File: config.mk
export PLATFORM = sky130hd
export DESIGN_NAME = pwm_servo_array_flat
export DESIGN_NICKNAME = d
export VERILOG_FILES = /design/src/rtl/pwm_servo_array_if.sv /design/src/rtl/pwm_servo_array.sv /design/src/flat_wrapper.sv
export SDC_FILE = /design/constraint.sdc
export NUM_CORES = 1
export LEC_CHECK = 0
export BUFFER_PORTS_ARGS = -buffer_cell sky130_fd_sc_hd__buf_4
export CAP_MARGIN = 20
export CORE_ASPECT_RATIO = 0.6
export CORE_MARGIN = 1.5
export CORE_UTILIZATION = 55
export DETAILED_ROUTE_END_ITERATION = 10
export MAX_ROUTING_LAYER = met4
export PLACE_DENSITY = 0.77
export SLEW_MARGIN = 10
export SYNTH_ARGS = -nofsm -noshare
export SYNTH_HDL_FRONTEND = slang
export SYNTH_SLANG_ARGS = --single-unit
File: constraint.sdc
create_clock -name clk_12MHz -period 3.15 [get_ports clk_12MHz]
set_input_delay 0.7875 -clock clk_12MHz [delete_from_list [all_inputs] [get_ports clk_12MHz]]
set_output_delay 0.7875 -clock clk_12MHz [all_outputs]
set_load 0.01 [all_outputs]
File: src/rtl/pwm_servo_array_if.sv
// Setpoint write port and active-value readback between the motor bus decoder and the servo PWM block.
interface pwm_servo_array_if #(
    parameter int WIDTH = 8
);
    logic             wr_en;
    logic [7:0]       wr_chan;
    logic [WIDTH-1:0] wr_data;
    logic [7:0]       rd_chan;
    logic [WIDTH-1:0] rd_data;

    modport master (output wr_en, wr_chan, wr_data, rd_chan, input rd_data);
    modport slave  (input wr_en, wr_chan, wr_data, rd_chan, output rd_data);
endinterface

File: src/rtl/pwm_servo_array.sv
// Multi-channel servo PWM: shared prescaler/frame timing, per-channel setpoint, slew-limited
// active value and registered pulse, plus pause-to-neutral and a command watchdog failsafe.
module pwm_servo_lane #(
    parameter int WIDTH     = 8,
    parameter int MIN_TICKS = 255,
    parameter int SLEW_STEP = 0,
    parameter int FCW       = 13
) (
    input  logic             clk_12MHz,
    input  logic             reset,
    input  logic             tick,
    input  logic             boundary,
    input  logic             to_neutral,
    input  logic             wr_hit,
    input  logic [WIDTH-1:0] wr_data,
    input  logic [FCW-1:0]   frame_cnt,
    output logic             pwm,
    output logic [WIDTH-1:0] active
);
    localparam logic [WIDTH-1:0] NEUTRAL = WIDTH'((1 << (WIDTH - 1)) - 1);
    // A step at least as large as the value range can never bind, so treat it as unlimited.
    localparam int               STEP_C  = (SLEW_STEP >= (1 << WIDTH)) ? 0 : SLEW_STEP;
    localparam logic [WIDTH-1:0] STEP    = WIDTH'(STEP_C);
    localparam int               CW      = WIDTH + FCW + 1;

    logic [WIDTH-1:0] setpoint, target, next_active;
    logic             pulse_on;

    always_comb begin
        target      = to_neutral ? NEUTRAL : setpoint;
        next_active = target;
        if (STEP_C != 0) begin
            if (target > active && (target - active) > STEP)
                next_active = active + STEP;
            else if (active > target && (active - target) > STEP)
                next_active = active - STEP;
        end
        pulse_on = CW'(frame_cnt) < (CW'(MIN_TICKS) + CW'(active));
    end

    always_ff @(posedge clk_12MHz or posedge reset) begin
        if (reset) begin
            setpoint <= NEUTRAL;
            active   <= NEUTRAL;
            pwm      <= 1'b0;
        end else begin
            // Boundary samples the old setpoint, so a write on that cycle lands a frame later.
            if (wr_hit)
                setpoint <= wr_data;
            if (boundary) begin
                active <= next_active;
                pwm    <= 1'b1;
            end else if (tick) begin
                pwm <= pulse_on;
            end
        end
    end
endmodule

module pwm_servo_array #(
    parameter int CHANNELS        = 4,
    parameter int WIDTH           = 8,
    parameter int CLK_DIV         = 47,
    parameter int PERIOD_TICKS    = 5100,
    parameter int MIN_TICKS       = 255,
    parameter int SLEW_STEP       = 0,
    parameter int WATCHDOG_FRAMES = 50
) (
    input  logic                clk_12MHz,
    input  logic                reset,
    input  logic                pause,
    pwm_servo_array_if.slave    bus,
    output logic [CHANNELS-1:0] pwm,
    output logic                frame_start,
    output logic                failsafe
);
    localparam int FCW = $clog2(PERIOD_TICKS);
    localparam int PSW = (CLK_DIV > 1) ? $clog2(CLK_DIV) : 1;
    localparam int WDW = $clog2(WATCHDOG_FRAMES + 2);
    localparam logic [WDW-1:0] WD_MAX = WDW'(WATCHDOG_FRAMES);

    if (CHANNELS < 1 || CHANNELS > 16 || WIDTH < 1 || WIDTH > 16 || CLK_DIV < 1 ||
        MIN_TICKS < 1 || MIN_TICKS + (1 << WIDTH) - 1 >= PERIOD_TICKS ||
        SLEW_STEP < 0 || WATCHDOG_FRAMES < 0) begin : g_param_err
        $error("pwm_servo_array: illegal parameter combination");
    end

    logic [PSW-1:0]                  prescaler;
    logic [FCW-1:0]                  frame_cnt;
    logic [WDW-1:0]                  wd_cnt, wd_cnt_next;
    logic                            tick, boundary, wr_valid, to_neutral;
    logic [CHANNELS-1:0][WIDTH-1:0]  active;

    assign tick        = (prescaler == PSW'(CLK_DIV - 1));
    assign boundary    = tick && (frame_cnt == '0);
    assign wr_valid    = bus.wr_en && (bus.wr_chan < 8'(CHANNELS));
    assign to_neutral  = pause | failsafe;
    assign wd_cnt_next = (wd_cnt == WD_MAX) ? wd_cnt : wd_cnt + 1'b1;

    always_ff @(posedge clk_12MHz or posedge reset) begin
        if (reset) begin
            prescaler   <= '0;
            frame_cnt   <= '0;
            frame_start <= 1'b0;
        end else begin
            prescaler   <= tick ? '0 : prescaler + 1'b1;
            frame_start <= boundary;
            if (tick)
                frame_cnt <= (frame_cnt == FCW'(PERIOD_TICKS - 1)) ? '0 : frame_cnt + 1'b1;
        end
    end

    // Watchdog counts frame boundaries since the last in-range write; a write wins over a boundary.
    always_ff @(posedge clk_12MHz or posedge reset) begin
        if (reset) begin
            wd_cnt   <= '0;
            failsafe <= 1'b0;
        end else if (wr_valid) begin
            wd_cnt   <= '0;
            failsafe <= 1'b0;
        end else if (boundary && WATCHDOG_FRAMES != 0) begin
            wd_cnt   <= wd_cnt_next;
            failsafe <= (wd_cnt_next == WD_MAX);
        end
    end

    for (genvar g = 0; g < CHANNELS; g++) begin : g_lane
        pwm_servo_lane #(
            .WIDTH(WIDTH), .MIN_TICKS(MIN_TICKS), .SLEW_STEP(SLEW_STEP), .FCW(FCW)
        ) u_lane (
            .clk_12MHz (clk_12MHz),
            .reset     (reset),
            .tick      (tick),
            .boundary  (boundary),
            .to_neutral(to_neutral),
            .wr_hit    (bus.wr_en && bus.wr_chan == 8'(g)),
            .wr_data   (bus.wr_data),
            .frame_cnt (frame_cnt),
            .pwm       (pwm[g]),
            .active    (active[g])
        );
    end

    always_comb begin
        bus.rd_data = '0;
        for (int i = 0; i < CHANNELS; i++)
            if (bus.rd_chan == 8'(i))
                bus.rd_data = active[i];
    end
endmodule
File: src/flat_wrapper.sv
// flat-port wrapper written by rule: the top's interface ports become plain ports
module pwm_servo_array_flat 
#(
    parameter int CHANNELS        = 4,
    parameter int WIDTH           = 8,
    parameter int CLK_DIV         = 47,
    parameter int PERIOD_TICKS    = 5100,
    parameter int MIN_TICKS       = 255,
    parameter int SLEW_STEP       = 0,
    parameter int WATCHDOG_FRAMES = 50
)
  (clk_12MHz, reset, pause, pwm, frame_start, failsafe, bus_wr_en, bus_wr_chan, bus_wr_data, bus_rd_chan, bus_rd_data);
  pwm_servo_array_if #(.WIDTH(WIDTH)) bus_i ();
  input  logic clk_12MHz;
  input  logic reset;
  input  logic pause;
  output logic [CHANNELS-1:0] pwm;
  output logic frame_start;
  output logic failsafe;
  input wire logic [$bits(bus_i.wr_en)-1:0] bus_wr_en;
  input wire logic [$bits(bus_i.wr_chan)-1:0] bus_wr_chan;
  input wire logic [$bits(bus_i.wr_data)-1:0] bus_wr_data;
  input wire logic [$bits(bus_i.rd_chan)-1:0] bus_rd_chan;
  output wire logic [$bits(bus_i.rd_data)-1:0] bus_rd_data;
  assign bus_i.wr_en = bus_wr_en;
  assign bus_i.wr_chan = bus_wr_chan;
  assign bus_i.wr_data = bus_wr_data;
  assign bus_i.rd_chan = bus_rd_chan;
  assign bus_rd_data = bus_i.rd_data;
  pwm_servo_array #(.CHANNELS(CHANNELS), .WIDTH(WIDTH), .CLK_DIV(CLK_DIV), .PERIOD_TICKS(PERIOD_TICKS), .MIN_TICKS(MIN_TICKS), .SLEW_STEP(SLEW_STEP), .WATCHDOG_FRAMES(WATCHDOG_FRAMES)) u_core (.clk_12MHz(clk_12MHz), .reset(reset), .pause(pause), .bus(bus_i), .pwm(pwm), .frame_start(frame_start), .failsafe(failsafe));
endmodule
==> reports/metrics.cfg <==
[run_status]
status=finished, final reports clean

[min_path]
hp-class=reg -> reg

[clock_network]
cts_sinks=95
cts_resized=0
postCtsHoldBufs=0
cts_tree=built
clock_latency_ns=0.35
cts_buffers=9
post-cts-setup-buffers=0
cts_max_level=3
clockBufferDepth=2
clockRootBuffer=clkbuf_16
cts.reportedPaths.clkPinSlew_ns=0.06

[floorplan]
io_pins=42
die-height_um=81.2
initial_core_util_pct=56.7
core.rowCount=28
die-area_um2=10800
die_w_um=133
core_um2=9880

[synth]
async_flop_share_pct=100
synthSimpleGateAreaFrac_pct=20.5
synthCells=545
synthMuxAreaShare_pct=9.65
yosysUniqueCellTypes=47
ys_seq_elements=95
yosysWarnings=0
syn_nets=615
netlist_area_um2=5600
synth_edf_count=0
synth_xor_area_share_pct=6.57
synthAdderAreaFrac_pct=9.38
synth_top_family_by_area=simple AND/OR/NAND/NOR gates
yosysSeqAreaShare_pct=43.7
synth_ff_type=dfstp_2
synth_compound_area_share_pct=7.17
avgSynthCellArea_um2=10.3

[global_routing]
grt-ovfl-total=0
grt_pass1_wl_um=22400
grt_use_total_pct=28.1
grt_pass1_vias=4199
antenna_found_initial=0
grt_start_max_net_pins=96

[power]
p_leak_nw=2.82
power.density_nw_per_um2=451
ir_drop_mv=0.311

[route]
viasPerCell=6.06
dr.pass1.iters=5
ant_nets=0
highest_layer=met4
wl_met1_um=6570
routedWlPerCell_um=19.3
vias=4390
initialDrtViolationCount=391
drcViolationCount=0
wl_met2_um=5890
met3WireLength_um=1330
wl_um=14000

[sta]
finalCriticalPeriod_ns=2.67
holdWs_ns=0.500
max_freq_ghz=0.374
report.final.slew_viol_count=0
min_period_over_period_pct=84.9
tightest_slew_ns=0.857
finalClockSkew_ns=0.00762
fin_setup_tns_ns=0
maxSlewHeadroom_pct=42.1
finalSetupViolations=0
finalHoldViolCount=0
rsz0062_at_grt=no

[layout]
drive_gt1_share_pct=28.7
final_area_um2=6370
n_antenna_cell=0
final_net_count=655
syn_to_final_growth_pct=13.7
final_cell_mix=nor2_1 (66), dfstp_2 (56), buf_4 (52)
final_cell_count_no_fill=724
nFillCells=803
final_common_cell=nor2_1
post-route-util_pct=64.5

[setup_path]
critPathArrivalTime_ns=2.92
end_kind=flip-flop
worst_setup_path_start_kind=flip-flop
worstPathMaxFanout=24
path_class=reg -> reg
cp.required_ns=3.40

[placement]
dpl.hpwl_um=10200
io_buffer_count=41
dp.cells=709
placed_area_um2=6070
gp_congestion=0.964

[job]
maxCapViolCount=0

## cell type report
| cell class | instances | area (um^2) | share of cell area [%] |
|---|---|---|---|
| Tap cell | 135 | 169 | 2.65 |
| Timing Repair Buffer | 53 | 410 | 6.44 |
| Sequential cell | 95 | 2450 | 38.4 |
| Clock buffer | 12 | 279 | 4.38 |
| Clock inverter | 3 | 22.5 | 0.354 |
| Inverter | 14 | 56.3 | 0.884 |
| Multi-Input combinational cell | 412 | 2990 | 46.9 |
## per-layer routing
metal / GRT usage [%] / up-vias
li1: - / 2035
met1: 40.7 / 2161
met2: 38.7 / 177
met3: 7.74 / 17
met4: 6.85 / 0
met5: - / -
## state kept, by name, summed over array words and instances, names as in the netlist
register,count
u_core.failsafe,1
u_core.frame_cnt,13
u_core.frame_start,1
u_core.g_lane.u_lane.active,32
u_core.g_lane.u_lane.pwm,4
u_core.g_lane.u_lane.setpoint,32
u_core.prescaler,6
u_core.wd_cnt,6
## cell usage after synthesis (all sizes together), types with 3 or more instances
master / instances / area share [%]
xor2: 18 / 2.8
ha: 42 / 9.4
dfstp: 56 / 26
a21oi: 18 / 1.6
or2: 3 / 0.34
inv: 14 / 0.94
buf: 10 / 1.1
nor4b: 6 / 0.94
a211oi: 11 / 1.5
o21a: 3 / 0.40
and3: 12 / 1.3
a21o: 11 / 1.5
nand2b: 4 / 0.45
nor3: 43 / 3.8
nand4: 3 / 0.34
o21ai: 15 / 1.3
clkbuf: 14 / 0.94
mux4: 8 / 3.2
nor4: 12 / 1.7
dfrtp: 39 / 17
mux2: 32 / 6.4
xnor2: 24 / 3.8
nand2: 35 / 2.3
nor2: 66 / 4.4
nand3b: 4 / 0.60
nand3: 25 / 2.3
## worst paths after layout
path / startpoint / to / slack [ns] / cells past startpoint
min in group asynchronous: reset / u_core.frame_cnt[9]$_DFFE_PP0N_ / 0.59 / 3
hold reg to reg: u_core.g_lane[3].u_lane.setpoint[7]$_DFFE_PP0P_ / u_core.g_lane[3].u_lane.active[7]$_DFFE_PP0P_ / 0.50 / 2
max in group asynchronous: reset / u_core.g_lane[3].u_lane.setpoint[3]$_DFFE_PP1P_ / 2.18 / 3
setup reg to reg: u_core.frame_cnt[1]$_DFFE_PP0N_ / u_core.g_lane[0].u_lane.pwm$_DFFE_PP0P_ / 0.48 / 7
setup / recovery: u_core.frame_cnt[1]$_DFFE_PP0N_ / u_core.g_lane[0].u_lane.pwm$_DFFE_PP0P_ / 0.48 / 7
hold / removal: u_core.g_lane[3].u_lane.setpoint[7]$_DFFE_PP0P_ / u_core.g_lane[3].u_lane.active[7]$_DFFE_PP0P_ / 0.50 / 2
## cell families after synthesis
logic type               count (synthesis)
adder cells (fa/ha/maj)                 42
XOR/XNOR                                42
flip-flops                              95
multiplexers                            40
AO/OA/AOI/OAI                           64
AND/OR/NAND/NOR                        224
buffers and inverters                   38
## power breakdown
part | internal, mW | switching [mW] | total, mW
Combinational | 0.172 | 0.171 | 0.343
Sequential | 1.33 | 0.106 | 1.44
Clock | 0.629 | 0.466 | 1.10
Total | 2.13 | 0.743 | 2.87
## through the flow
step                      total power [mW]  setup WS (ns)
after floorplan                       1.67          0.394
after global placement                1.77          0.359
after detailed placement              1.79          0.252
after CTS                             2.89          0.487
after global routing                  2.99          0.291
final                                 2.87          0.476
## critical path, stage by stage, from the launching register on
cell and delay, ns:
dfrtp_1 0.51, inv_1 0.14, ha_1 0.19, or4b_1 0.54
nor4_4 0.58, buf_4 0.42, a21oi_1 0.08, o21ai_0 0.11
(Power assumes the default switching activity.)
